===== config.mk =====
export PLATFORM = sky130hd
export DESIGN_NAME = cacheline_arbiter
export DESIGN_NICKNAME = d
export VERILOG_FILES = /design/src/rtl/cacheline_arbiter.sv
export SDC_FILE = /design/constraint.sdc
export NUM_CORES = 1
export LEC_CHECK = 0
export BUFFER_PORTS_ARGS = -buffer_cell sky130_fd_sc_hd__buf_4
export CORE_AREA = 4 4 540 542
export DETAILED_ROUTE_END_ITERATION = 7
export DIE_AREA = 0 0 544 546
export PLACE_DENSITY_LB_ADDON = 0.3
export SYNTH_ARGS = -nofsm -noshare
export SYNTH_HDL_FRONTEND = slang
export SYNTH_SLANG_ARGS = --single-unit

===== constraint.sdc =====
create_clock -name clk -period 1.6 [get_ports clk]
set_input_delay 0.32 -clock clk [delete_from_list [all_inputs] [get_ports clk]]
set_output_delay 0.32 -clock clk [all_outputs]
set_load 0.03 [all_outputs]

===== src/rtl/cacheline_arbiter.sv =====
// cacheline_arbiter: shares one physical-memory port between the icache and
// dcache miss paths. One 256-bit line transaction is granted at a time. The
// request is latched for its whole duration. The response goes back to the
// winner only. dcache has priority, and a starvation limiter bounds how long
// fetch can be held off.
//
// Ports:
//   clk, rst                 clock, synchronous active-high reset
//   icache_pmem_*            icache line-fill request / response
//   dcache_pmem_*            dcache fill/writeback request / response
//   pmem_*                   physical memory port (strobes registered)
//
// Optional: define CACHELINE_ARB_PERF_CTR_EN to add the saturating
// icache_grant_cnt, dcache_grant_cnt and icache_wait_cnt outputs.
module cacheline_arbiter #(
    parameter int LINE_WIDTH   = 256,
    parameter int ADDR_WIDTH   = 32,
    parameter int STARVE_LIMIT = 4
) (
    input  logic                  clk,
    input  logic                  rst,
    input  logic                  icache_pmem_read,
    input  logic [ADDR_WIDTH-1:0] icache_pmem_address,
    output logic [LINE_WIDTH-1:0] icache_pmem_rdata,
    output logic                  icache_pmem_resp,
    input  logic                  dcache_pmem_read,
    input  logic                  dcache_pmem_write,
    input  logic [ADDR_WIDTH-1:0] dcache_pmem_address,
    input  logic [LINE_WIDTH-1:0] dcache_pmem_wdata,
    output logic [LINE_WIDTH-1:0] dcache_pmem_rdata,
    output logic                  dcache_pmem_resp,
    output logic                  pmem_read,
    output logic                  pmem_write,
    output logic [ADDR_WIDTH-1:0] pmem_address,
    output logic [LINE_WIDTH-1:0] pmem_wdata,
    input  logic [LINE_WIDTH-1:0] pmem_rdata,
    input  logic                  pmem_resp
`ifdef CACHELINE_ARB_PERF_CTR_EN
    ,
    output logic [31:0]           icache_grant_cnt,
    output logic [31:0]           dcache_grant_cnt,
    output logic [31:0]           icache_wait_cnt
`endif
);

    localparam logic [1:0] IDLE    = 2'd0;
    localparam logic [1:0] SERVE_I = 2'd1;
    localparam logic [1:0] SERVE_D = 2'd2;
    localparam logic [1:0] DONE    = 2'd3;

    localparam logic [3:0] LIMIT = 4'(STARVE_LIMIT);

    logic [1:0] state;
    logic [1:0] state_next;
    logic [3:0] starve_cnt;
    logic       dcache_req;
    logic       starved;
    logic       grant_d;
    logic       grant_i;
    logic       serving;

    assign dcache_req = dcache_pmem_read | dcache_pmem_write;
    assign starved    = (starve_cnt == LIMIT);
    assign serving    = (state == SERVE_I) || (state == SERVE_D);

    // dcache wins unless fetch has waited through LIMIT dcache grants.
    assign grant_d = (state == IDLE) && dcache_req &&
                     !(starved && icache_pmem_read);
    assign grant_i = (state == IDLE) && icache_pmem_read && !grant_d;

    always_comb begin
        state_next = state;
        case (state)
            IDLE: begin
                if (grant_d) begin
                    state_next = SERVE_D;
                end else if (grant_i) begin
                    state_next = SERVE_I;
                end
            end
            SERVE_I, SERVE_D: begin
                if (pmem_resp) begin
                    state_next = DONE;
                end
            end
            default: begin
                state_next = IDLE;
            end
        endcase
    end

    // The memory-side outputs are the latched transaction itself, so no
    // requester input reaches pmem combinationally.
    always_ff @(posedge clk) begin
        if (rst) begin
            state        <= IDLE;
            pmem_read    <= 1'b0;
            pmem_write   <= 1'b0;
            pmem_address <= '0;
            pmem_wdata   <= '0;
        end else begin
            state <= state_next;
            if (grant_d) begin
                // Read and write together is treated as a writeback.
                pmem_read    <= ~dcache_pmem_write;
                pmem_write   <= dcache_pmem_write;
                pmem_address <= dcache_pmem_address;
                pmem_wdata   <= dcache_pmem_wdata;
            end else if (grant_i) begin
                pmem_read    <= 1'b1;
                pmem_write   <= 1'b0;
                pmem_address <= icache_pmem_address;
            end else if (serving && pmem_resp) begin
                pmem_read  <= 1'b0;
                pmem_write <= 1'b0;
            end
        end
    end

    // Counts dcache grants taken while fetch waits; any IDLE cycle with
    // no fetch request, or a fetch grant, starts the count over.
    always_ff @(posedge clk) begin
        if (rst) begin
            starve_cnt <= '0;
        end else if (state == IDLE) begin
            if (grant_i || !icache_pmem_read) begin
                starve_cnt <= '0;
            end else if (grant_d && !starved) begin
                starve_cnt <= starve_cnt + 4'd1;
            end
        end
    end

    assign icache_pmem_resp  = (state == SERVE_I) && pmem_resp;
    assign dcache_pmem_resp  = (state == SERVE_D) && pmem_resp;
    assign icache_pmem_rdata = pmem_rdata;
    assign dcache_pmem_rdata = pmem_rdata;

`ifdef CACHELINE_ARB_PERF_CTR_EN
    always_ff @(posedge clk) begin
        if (rst) begin
            icache_grant_cnt <= '0;
            dcache_grant_cnt <= '0;
            icache_wait_cnt  <= '0;
        end else begin
            if (grant_i && (icache_grant_cnt != 32'hFFFF_FFFF)) begin
                icache_grant_cnt <= icache_grant_cnt + 32'd1;
            end
            if (grant_d && (dcache_grant_cnt != 32'hFFFF_FFFF)) begin
                dcache_grant_cnt <= dcache_grant_cnt + 32'd1;
            end
            if (icache_pmem_read && (state != SERVE_I) &&
                (icache_wait_cnt != 32'hFFFF_FFFF)) begin
                icache_wait_cnt <= icache_wait_cnt + 32'd1;
            end
        end
    end
`endif

`ifndef SYNTHESIS
    always_ff @(posedge clk) begin
        if (!rst && (state == IDLE)) begin
            assert (!(dcache_pmem_read && dcache_pmem_write))
            else $warning("dcache read and write both high; issued as write");
        end
    end
`endif

endmodule


=== After elaboration in Yosys (flattened, before gate mapping) ===
Cells that the tools add are included.

* Register bits: 296
* Output and inout port bits: 804

* Reductions and logical operators: 22
* Bitwise gates (word level): 2
* Add/sub/neg operators: 1
* Eq/ne operators: 5
* Mux-type cells: 13

{| class="wikitable"
|+ Operators with widths
! cell !! number
|-
| 2-to-1 mux 32 bit || 2
|-
| logical AND 1 bit || 9
|-
| 2-to-1 mux 4 bit || 2
|-
| 2-to-1 mux 2 bit || 3
|-
| 2-to-1 mux 1 bit || 5
|-
| adder 4 x 1 -> 4 bit, second input constant || 1
|-
| equality test 4 x 3 -> 1 bit, second input constant || 1
|-
| zero test 1 bit || 4
|-
| case mux 2 bit (2 select lines) || 1
|-
| AND reduction 2 bit || 2
|-
| nonzero test 2 bit || 2
|-
| != test 3 bit, second input constant || 1
|-
| nonzero test 3 bit || 1
|-
| equality test 2 x 1 -> 1 bit, second input constant || 1
|-
| equality test 2 bit, second input constant || 1
|-
| zero test 2 bit || 1
|-
| logical OR 1 bit || 2
|-
| != test 2 bit, second input constant || 1
|-
| OR reduction 2 bit || 1
|-
| NOT 1 bit || 1
|-
| bitwise OR 1 bit || 1
|}

=== Longest topological paths before layout ===
* Depth in word-level cells: 9
* Mapped depth: 9

=== Worst setup path before layout ===
No wires, ideal clock.

* Path kind: reg2reg
* Start point: register starve_cnt[0]
* End point: register pmem_wdata[188]
* Arrival time: 1462 ps
* Period minus slack after synthesis: 1532 ps
* Cell stages (with the launch flop): 10
* Setup slack: 68 ps
* Path buffers: 3
* Cells stage by stage: dfxtp_1 > inv_1 > ha_1 > nand4b_1 > and3_1 > buf_6 > buf_6 > buf_6 > nand2_1 > a21oi_1

* Word-level cells in the longest chain between the ends: 4

{| class="wikitable"
|+ RTL lines
! what !! line !! RTL
|-
| from (decl) || 55 || <nowiki>logic [3:0] starve_cnt;</nowiki>
|-
| from (signal assigned) || 129 || <nowiki>starve_cnt <= starve_cnt + 4'd1;</nowiki>
|-
| equality test 4 x 3 -> 1 bit || 63 || <nowiki>assign starved = (starve_cnt == LIMIT);</nowiki>
|-
| logical AND 1 bit || 68 || <nowiki>!(starved && icache_pmem_read);</nowiki>
|-
| zero test 1 bit || 68 ||
|-
| logical AND 1 bit || 67 || <nowiki>assign grant_d = (state == IDLE) && dcache_req &&</nowiki>
|-
| to (signal assigned) || 108 || <nowiki>pmem_wdata <= dcache_pmem_wdata;</nowiki>
|-
| to (decl) || 35 || <nowiki>output logic [LINE_WIDTH-1:0] pmem_wdata,</nowiki>
|}

No other way between the ends.
A chain may end at the register's enable or synchronous reset.

=== Worst setup path after layout ===
* Start point: register state[1]
* End point: register pmem_address[17]

* Word-level cells in the longest chain between the ends: 6
* Elaborated cells between the ends (all ways): 8

{| class="wikitable"
|+ RTL lines
! what !! line !! RTL
|-
| from (decl) || 53 || <nowiki>logic [1:0] state;</nowiki>
|-
| from (signal assigned) || 102 || <nowiki>state <= state_next;</nowiki>
|-
| zero test 2 bit (*) || 67, 69 ||
|-
| logical AND 1 bit (2 in series) || 67 ||
|-
| zero test 1 bit || 69 || <nowiki>assign grant_i = (state == IDLE) && icache_pmem_read && !grant_d;</nowiki>
|-
| logical AND 1 bit || 69 ||
|-
| nonzero test 2 bit (no line) || n/a ||
|-
| to (signal assigned) || 107 || <nowiki>pmem_address <= dcache_pmem_address;</nowiki>
|-
| to (signal assigned) || 112 || <nowiki>pmem_address <= icache_pmem_address;</nowiki>
|-
| to (decl) || 34 || <nowiki>output logic [ADDR_WIDTH-1:0] pmem_address,</nowiki>
|}

Every way passes the cells marked *; elsewhere a longest branch is shown, timed or not.

==> flow_metrics.py <==
metrics = {
    "sta": {
        "hold_viol": 0,
        "worst_slew_margin_rel_pct": 60.0,
        "fin_ws_ns": -0.304,
        "finalCritPeriodShare_pct": 119,
        "min_period_ns": 1.90,
        "max_freq_ghz": 0.525,
        "slew_violations": 0,
        "clock-skew-final_ns": 0.0398,
        "finalSetupViolations": 328,
        "worst_pin_slew_ns": 0.600,
        "rsz0062_at_grt": "yes",
    },
    "global_routing": {
        "antenna_found_initial": 70,
        "grt_usage_pct": 10.7,
        "grt_max_degree": 44,
        "overflow": 0,
        "grt_first_pass_wirelength_um": 200000,
        "grt_pass1_vias": 15800,
    },
    "finish": {
        "area.sequential_um2": 5930,
        "multiInputGateArea_um2": 6490,
        "finalNetCount": 3001,
        "drive_gt1_share_pct": 55.0,
        "final_area_um2": 29800,
        "area_delta_synth_final_pct": 103,
        "fillCellCount": 33300,
    },
    "yosys": {
        "ys_types": 29,
        "synth_cells": 1862,
        "synth.cell_area_um2": 14700,
        "synth_ff_type": "dfxtp_1",
        "yosysSeqAreaShare_pct": 40.4,
        "synthTopCellsByCount": "nand2_1, buf_4, dfxtp_1",
        "syn_nets": 2451,
        "ys_warn_count": 0,
        "synth-edff-count": 0,
        "async_reset_ff_share_pct": 0,
        "synth_top_area_share_pct": 40.4,
        "synth_most_common_cell": "nand2_1",
        "avgSynthCellArea_um2": 7.87,
        "yosysTopAreaCell": "dfxtp_1",
        "synth_area_leaders": "dfxtp_1, buf_4, nand2_1",
        "ys_ff_latch": 296,
    },
    "setup_path": {
        "arrival_ns": 2.45,
        "cp_num_buf_inv": 7,
        "critPathMaxStageDelay_ns": 0.32,
        "cp_data_required_time_ns": 2.14,
        "path_class": "reg2reg",
        "crit_slowest_cell": "dfxtp_2",
        "crit_family": "buffers and inverters",
        "critPathMaxFanout": 7,
        "start_kind": "flip-flop",
        "cp-end-kind": "flip-flop",
        "critical_path.cell_chain": "inv_2 > buf_4 > ha_4 > buf_6 > nand3_4 > buf_12 > buf_12 > buf_16 > buf_6 > a311oi_2",
    },
    "power_and_ir_drop": {
        "p_sw_w": 0.0228,
        "p_comb_share_pct": 57.0,
        "p_leak_nw": 11.7,
        "power_frac_clock_pct": 20.7,
        "powerDensity_nw_per_um2": 1680,
        "seqPwrFrac_pct": 22.3,
        "ir_worst_vdd_mv": 0.804,
        "intPower_w": 0.0271,
        "netSwitchingFraction_pct": 45.7,
    },
    "routing": {
        "drc_errors": 0,
        "avgRoutedWirePerCell_um": 27.4,
        "viasPerCell": 2.50,
        "dr.pass1.iters": 7,
        "drt-initial-drc-count": 851,
        "wirelength_um": 171000,
        "drtAntennaViolNets": 0,
        "num_vias": 15600,
    },
    "die": {
        "fp.dieH_um": 546,
        "start_util_pct": 5.11,
        "die-area_um2": 297000,
        "row_count": 197,
        "die_width_um": 544,
        "ios": 1386,
        "core-area_um2": 287000,
    },
    "clock_network": {
        "clock_path_buffers": 3,
        "clk_latency_ns": 0.67,
        "cts.sinks": 296,
        "path_clk_slew_ns": 0.06,
        "root_buffer": "clkbuf_16",
        "cts_max_level": 2,
        "cts_buffers": 43,
        "cts_tree": "yes",
    },
    "run_status": {
        "violations": "negative setup slack",
        "run_status": "complete, but fails checks",
    },
    "placed_design": {
        "place_congestion": 0.852,
        "dp_hpwl_um": 139000,
        "dpl_worst_slack_ns": -0.336,
        "placed_cell_area_um2": 20600,
        "io_buffers": 617,
    },
    "hold_path": {
        "hold_class": "in2reg",
    },
    "run": {
        "max_cap_violations": 0,
    },
}
==> kinds of logic (layout without fill, tap and decap cells) <==
| kind of cell | after synthesis | count (layout) | share of synthesized area, % |
|---|---|---|---|
| AND/OR/NAND/NOR | 631 | 631 | 16.8 |
| adder cells (fa/ha/maj) | 7 | 7 | 0.598 |
| other | 0 | 6 | 0 |
| flip-flops | 296 | 296 | 40.4 |
| AO/OA/AOI/OAI | 300 | 300 | 11.3 |
| buffers and inverters | 627 | 1208 | 30.9 |
| XOR/XNOR | 1 | 1 | 0.0598 |
==> final timing paths <==
check                          from               end  slack [ns]  cells past startpoint
max reg2reg                state[1]  pmem_address[17]       -0.30                     10
min          dcache_pmem_wdata[120]   pmem_wdata[120]        0.07                      4
max                        state[1]  pmem_address[17]       -0.30                     10
min reg2reg         pmem_wdata[110]   pmem_wdata[110]        0.45                      2
==> routing by layer <==
layer | vias to the layer above | wire length [um] | GRT usage, %
met1 | 7194 | 46200 | 8.21
met3 | 528 | 38900 | 11.1
met4 | 10 | 12600 | 6.48
met5 | - | 226 | 0.438
met2 | 1257 | 73000 | 16.4
li1 | 6581 | - | -
==> power groups by stage <==
stage	logic, W	registers (W)	clock network [W]
floorplan	0.00731	0.0142	0
global placement	0.0184	0.0108	0
detailed placement	0.0184	0.0108	0
CTS	0.0254	0.0108	0.0109
global route	0.0302	0.0113	0.0110
finish	0.0285	0.0111	0.0104
==> through the flow <==
step                instances  power [W]  setup TNS, ns  hold slack [ns]  utilization [%]
finish                   6230     0.0499         -54.09           0.0722             10.4
global route             6225     0.0525         -82.44           0.0236             10.4
CTS                      6202     0.0470         -70.77          0.00114             9.56
detailed placement       5737     0.0292         -40.17            0.447             7.19
global placement         5737     0.0292         -39.01            0.446             7.19
floorplan                1862     0.0215              0            0.456                -
==> worst reg2reg max path, stage by stage, from the launching register on <==
cell and delay (ns):
dfxtp_2 0.32, inv_2 0.06, buf_4 0.12, ha_4 0.18, buf_6 0.12, nand3_4 0.15, buf_12 0.21, buf_12 0.15
buf_16 0.15, buf_6 0.12, a311oi_2 0.22
==> area by class of cell <==
cell class	instances	area share, %
repair buffers	1125	37.3
well taps	3781	15.9
flip-flops and latches	296	19.9
clock inverters	16	0.807
diodes	6	0.0504
multi-input cells	939	21.8
inverters	7	0.0883
clock buffers	60	4.13
==> flip-flops by register name (all words and copies together) (netlist names) <==
signal / count
state: 2
pmem_address: 32
pmem_wdata: 256
pmem_write: 1
pmem_read: 1
starve_cnt: 4
==> placed cells by master, fill, tap and decap left out, types with 2 or more instances in the layout <==
cell / netlist / routed
nor2_1: 35 / 21
nand4_1: 2 / 2
clkbuf_1: 39 / 8
a21oi_2: 0 / 176
nand2_1: 552 / 329
buf_6: 26 / 26
clkinvlp_4: 0 / 2
a311oi_2: 0 / 27
diode_2: 0 / 6
inv_1: 7 / 3
buf_8: 0 / 21
clkbuf_8: 0 / 9
bufinv_16: 0 / 4
dfxtp_1: 296 / 291
nand2_4: 0 / 139
nand3_1: 32 / 32
buf_12: 0 / 56
o32ai_2: 0 / 2
nor2_4: 0 / 8
nand2_2: 0 / 83
dlygate4sd3_1: 0 / 314
buf_16: 0 / 27
ha_1: 7 / 3
a21oi_1: 259 / 83
dfxtp_2: 0 / 4
clkinv_4: 0 / 2
buf_4: 513 / 660
clkinv_2: 0 / 3
nor2_2: 0 / 6
inv_2: 0 / 4
inv_6: 0 / 3
clkbuf_16: 0 / 64
a311oi_1: 32 / 5
and2_4: 0 / 2
ha_4: 0 / 4
==> timing repair <==
item,CTS,global route
hold buffers,313,1
buffers inserted,50,21
endpoints found under the setup margin,478,467
hold endpoints to repair,283,1
cloned,27,26
gates resized for setup,234,563
pin swaps,139,256
(Power assumes the default switching activity.)
